==> config.mk <==
export PLATFORM = sky130hd
export DESIGN_NAME = mem_arbiter
export DESIGN_NICKNAME = d
export VERILOG_FILES = /design/src/rtl/mem_arbiter.sv
export SDC_FILE = /design/constraint.sdc
export NUM_CORES = 1
export LEC_CHECK = 0
export BUFFER_PORTS_ARGS = -buffer_cell sky130_fd_sc_hd__buf_2
export CORE_AREA = 2 2 121 123
export CTS_BUF_LIST = sky130_fd_sc_hd__clkbuf_2
export DETAILED_ROUTE_END_ITERATION = 10
export DIE_AREA = 0 0 123 125
export PLACE_DENSITY_LB_ADDON = 0.1
export SYNTH_ARGS = -nofsm -noshare
export SYNTH_HDL_FRONTEND = slang
export SYNTH_SLANG_ARGS = --single-unit
export TNS_END_PERCENT = 20
==> constraint.sdc <==
create_clock -name clk -period 3 [get_ports clk]
set_clock_uncertainty 0.1 [all_clocks]
set_input_delay 0.45 -clock clk [delete_from_list [all_inputs] [get_ports clk]]
set_output_delay 0.45 -clock clk [all_outputs]
set_load 0.02 [all_outputs]
==> src/rtl/mem_arbiter.sv <==
// Two-requester arbiter for the unified single-port RAM: CPU datapath (r0) vs loader/debug (r1).
// Define MEM_ARB_LOCK_EN to add the rN_lock ports and lock-owner state for atomic read-modify-write.
module mem_arbiter #(
    parameter int unsigned MAX_BURST = 4
) (
    input  logic        clk,
    input  logic        rst_n,
    input  logic        r0_req,
    input  logic [3:0]  r0_we,
    input  logic [31:0] r0_addr,
    input  logic [31:0] r0_wdata,
`ifdef MEM_ARB_LOCK_EN
    input  logic        r0_lock,
    input  logic        r1_lock,
`endif
    input  logic        r1_req,
    input  logic [3:0]  r1_we,
    input  logic [31:0] r1_addr,
    input  logic [31:0] r1_wdata,
    output logic        r0_gnt,
    output logic        r0_rvalid,
    output logic [31:0] r0_rdata,
    output logic        r1_gnt,
    output logic        r1_rvalid,
    output logic [31:0] r1_rdata,
    output logic [3:0]  mem_we,
    output logic [31:0] mem_addr,
    output logic [31:0] mem_wdata,
    input  logic [31:0] mem_rdata,
    output logic [3:0]  o_dbg_wait_cnt,
    output logic [1:0]  o_dbg_lock
);

    localparam logic [3:0] BURST_MAX = 4'(MAX_BURST);

    logic [3:0] r_wait_cnt;
    logic [3:0] w_wait_nxt;
    logic       r_rvalid_q;
    logic       r_rsel_q;
    logic       w_gnt0;
    logic       w_gnt1;
    logic       w_lock_active;
    logic       w_lock_owner;

`ifdef MEM_ARB_LOCK_EN
    typedef enum logic [1:0] {LK_NONE = 2'd0, LK_R0 = 2'd1, LK_R1 = 2'd2} lock_state_t;
    lock_state_t r_lock_state;
    lock_state_t w_lock_nxt;

    always_ff @(posedge clk or negedge rst_n) begin
        if (!rst_n) r_lock_state <= LK_NONE;
        else        r_lock_state <= w_lock_nxt;
    end

    // Ownership drops when the owner stops requesting or takes an unlocked grant.
    always_comb begin
        w_lock_nxt = r_lock_state;
        case (r_lock_state)
            LK_NONE: begin
                if (w_gnt0 && r0_lock)      w_lock_nxt = LK_R0;
                else if (w_gnt1 && r1_lock) w_lock_nxt = LK_R1;
            end
            LK_R0: if (!r0_req || (w_gnt0 && !r0_lock)) w_lock_nxt = LK_NONE;
            LK_R1: if (!r1_req || (w_gnt1 && !r1_lock)) w_lock_nxt = LK_NONE;
            default: w_lock_nxt = LK_NONE;
        endcase
    end

    always_comb begin
        w_lock_active = (r_lock_state != LK_NONE);
        w_lock_owner  = (r_lock_state == LK_R1);
    end
`else
    assign w_lock_active = 1'b0;
    assign w_lock_owner  = 1'b0;
`endif

    always_comb begin
        w_gnt0 = 1'b0;
        w_gnt1 = 1'b0;
        if (w_lock_active) begin
            w_gnt0 = !w_lock_owner && r0_req;
            w_gnt1 = w_lock_owner && r1_req;
        end else if (r0_req && r1_req) begin
            if (r_wait_cnt == BURST_MAX) w_gnt1 = 1'b1;
            else                         w_gnt0 = 1'b1;
        end else begin
            w_gnt0 = r0_req;
            w_gnt1 = r1_req;
        end
    end

    always_comb begin
        mem_we    = 4'd0;
        mem_addr  = 32'd0;
        mem_wdata = 32'd0;
        if (w_gnt0) begin
            mem_we    = r0_we;
            mem_addr  = r0_addr;
            mem_wdata = r0_wdata;
        end else if (w_gnt1) begin
            mem_we    = r1_we;
            mem_addr  = r1_addr;
            mem_wdata = r1_wdata;
        end
    end

    // Counts r0 grants that overtook a waiting r1; frozen during a locked sequence.
    always_comb begin
        w_wait_nxt = r_wait_cnt;
        if (w_lock_active)                            w_wait_nxt = r_wait_cnt;
        else if (!r1_req || w_gnt1)                   w_wait_nxt = 4'd0;
        else if (w_gnt0 && (r_wait_cnt < BURST_MAX))  w_wait_nxt = r_wait_cnt + 4'd1;
    end

    always_ff @(posedge clk or negedge rst_n) begin
        if (!rst_n) begin
            r_wait_cnt <= 4'd0;
            r_rvalid_q <= 1'b0;
            r_rsel_q   <= 1'b0;
        end else begin
            r_wait_cnt <= w_wait_nxt;
            r_rvalid_q <= (w_gnt0 && (r0_we == 4'd0)) || (w_gnt1 && (r1_we == 4'd0));
            r_rsel_q   <= w_gnt1;
        end
    end

    assign r0_gnt         = w_gnt0;
    assign r1_gnt         = w_gnt1;
    assign r0_rvalid      = r_rvalid_q && !r_rsel_q;
    assign r1_rvalid      = r_rvalid_q && r_rsel_q;
    assign r0_rdata       = mem_rdata;
    assign r1_rdata       = mem_rdata;
    assign o_dbg_wait_cnt = r_wait_cnt;
    assign o_dbg_lock     = {w_lock_active, w_lock_owner};

endmodule

==> results.py <==
metrics = {
    "run_status": {
        "outcome": "completed",
    },
    "detailed_routing": {
        "first_iter_violations": 17,
        "avgViaCountPerCell": 3.63,
        "drc": 0,
        "drt_first_pass_iters": 4,
        "wl_um": 6310,
        "drtAntennaViolNets": 0,
        "vias": 1844,
        "wl_per_cell_um": 12.4,
    },
    "finish": {
        "nets": 500,
        "final_area_mm2": 0.00229,
        "fin_cells": 508,
        "diodes": 0,
        "nFillCells": 1631,
        "area_growth_pct": 50.3,
        "drive_above_1_share_pct": 68.5,
        "utilization_pct": 16.1,
    },
    "cts": {
        "cts_tree": "yes",
        "clock_latency_ps": 210,
        "clk_pin_slew_ps": 60,
        "clk_path_buf_depth": 2,
        "htreeDepth": 1,
        "cts_sinks": 6,
        "cts_buffers": 3,
        "cts_resized": 0,
        "root_buffer": "clkbuf_2",
    },
    "worst_setup_path": {
        "path_class": "flip-flop to output port",
        "worstPathRequired_ps": 2450,
        "cp-end-kind": "output port",
        "cp-start-kind": "flip-flop",
        "worstPathArrival_ps": 1990,
        "worst-path-max-fanout": 70,
    },
    "floorplanning": {
        "die_area_mm2": 0.0154,
        "die_x_um": 123,
        "num_io_pins": 314,
        "core-area_mm2": 0.0142,
        "start_util_pct": 10.7,
        "die_h_um": 125,
        "num_rows": 44,
    },
    "synthesis": {
        "yosys-top-cells-count": "69 x a22o_1, 66 x buf_4, 8 x buf_6, 7 x buf_2, 6 x dfrtp_1",
        "ys_ff_latch": 6,
        "syn-instance-count": 183,
        "ys_seq_area_share_pct": 9.84,
        "synth-async-reset-ratio_pct": 100,
        "synth_area_leaders": "a22o_1 40%, buf_4 32%, dfrtp_1 9.8%",
        "synth_ff_type": "dfrtp_1",
        "yosys.area.top_type": "a22o_1",
        "syn_area_per_cell_um2": 8.33,
        "synth-edff-count": 0,
        "synthDistinctLibCells": 18,
        "synth_warnings": 0,
        "synth_top_area_share_pct": 39.6,
        "synth_area_mm2": 0.00153,
        "synth.most_common_cell": "a22o_1",
    },
    "global_routing": {
        "antenna_found_initial": 0,
        "grt_pass1_vias": 1730,
        "grt_overflow": 0,
        "grt_usage_pct": 6.87,
        "grt_pass1_wl_um": 8470,
        "grt_max_degree": 72,
    },
    "placement": {
        "placed_cell_area_mm2": 0.00227,
        "dp.cells": 504,
        "io_buffers": 215,
        "gp_congestion": 0.728,
        "dp_hpwl_um": 5050,
        "pre_cts_slack_ps": 672,
    },
    "sta": {
        "min_period_ps": 2540,
        "fin_crit_sh_pct": 84.6,
        "fin_ws_ps": 463,
        "rsz0062_at_grt": "no",
        "hold_viol": 0,
        "finalSetupViolCount": 0,
        "slew_violations": 0,
        "fmax_ghz": 0.394,
        "setup_tns_ps": 0,
    },
    "flow_run": {
        "drv_cap": 0,
    },
    "power_and_ir_drop": {
        "cellLeakagePower_nw": 1.34,
        "power_density_mw_per_mm2": 225,
        "vdd_ir_drop_max_uv": 41.0,
    },
    "hold_path": {
        "hp-class": "primary input to flip-flop",
    },
}
[worst max-delay path, stage by stage, from the launching register on]
cell and delay [ps]:
dfrtp_1 400, inv_1 90, ha_1 190, nand4b_1 170
and2_2 260, buf_12 200, a22o_1 280, buf_2 160
[registers in the layout, indices dropped and copies added, names as in the netlist]
signal          cells
o_dbg_wait_cnt      4
r_rsel_q            1
r_rvalid_q          1
[final cells by class]
class                   count  area [um2]  share of cell area, %
clock buffers               3        15.0                  0.655
inverters                   4        15.0                  0.655
multi-input cells          93         756                   33.0
flip-flops and latches      6         150                   6.55
well taps                 184         230                   10.0
repair buffers            218        1130                   49.1
[what timing repair did]
action	4_1_cts	5_1_grt
endpoints found under the hold margin	6	0
hold buffers	1	0
buffers inserted	0	0
[layer usage]
| layer | GRT usage, % | vias up | wire [um] |
|---|---|---|---|
| li1 | - | 900 | - |
| met1 | 7.27 | 808 | 2300 |
| met2 | 13.3 | 116 | 3250 |
| met3 | 0.958 | 20 | 637 |
| met4 | 2.74 | 0 | 128 |
| met5 | 0 | - | 0 |
[path summary, 6_finish.rpt]
check,startpoint,end,slack (ps),depth (start not counted)
hold reg to reg,o_dbg_wait_cnt[0]$_DFFE_PN0P_,o_dbg_wait_cnt[0]$_DFFE_PN0P_,490,2
setup reg to reg,o_dbg_wait_cnt[0]$_DFFE_PN0P_,r_rvalid_q$_DFF_PN0_,1220,6
setup / recovery,o_dbg_wait_cnt[0]$_DFFE_PN0P_,mem_addr[10],460,7
min in group asynchronous,rst_n,r_rvalid_q$_DFF_PN0_,510,2
hold / removal,r1_req,o_dbg_wait_cnt[3]$_DFFE_PN0P_,450,2
max in group asynchronous,rst_n,o_dbg_wait_cnt[2]$_DFFE_PN0P_,2140,2
[stage by stage]
step | hold WS [ps] | total power, mW
after floorplan | 54.4 | 0.423
after global placement | 185 | 0.470
after detailed placement | 185 | 0.467
after CTS | 436 | 0.526
after global routing | 467 | 0.554
final | 450 | 0.515
[cell usage in the layout, fill, tap and decap left out]
cell type / count
buf_2: 215
a22o_1: 69
dfrtp_1: 6
inv_1: 4
nand2_1: 4
o21ai_0: 3
a21oi_1: 3
clkbuf_2: 3
nor4_1: 2
nor2b_1: 2
ha_1: 2
conb_1: 2
buf_12: 2
nand4b_1: 1
and2_2: 1
o21ai_4: 1
and2_1: 1
nor2_1: 1
and3_1: 1
dlygate4sd3_1: 1
[cell families (layout without fill, tap and decap cells)]
logic type | after synthesis | after routing | synth area share (%)
buf+inv | 85 | 225 | 41.7
compound gates | 76 | 76 | 41.9
simple gates | 13 | 13 | 4.68
flops | 6 | 6 | 9.84
fa+ha+maj | 2 | 2 | 1.64
other cells | 1 | 2 | 0.246
[power by group]
group / internal (mW) / switching [mW]
Sequential: 0.0833 / 0.00185
Clock: 0.0271 / 0.0265
Combinational: 0.172 / 0.204
Power figures use the tool's default switching activity.
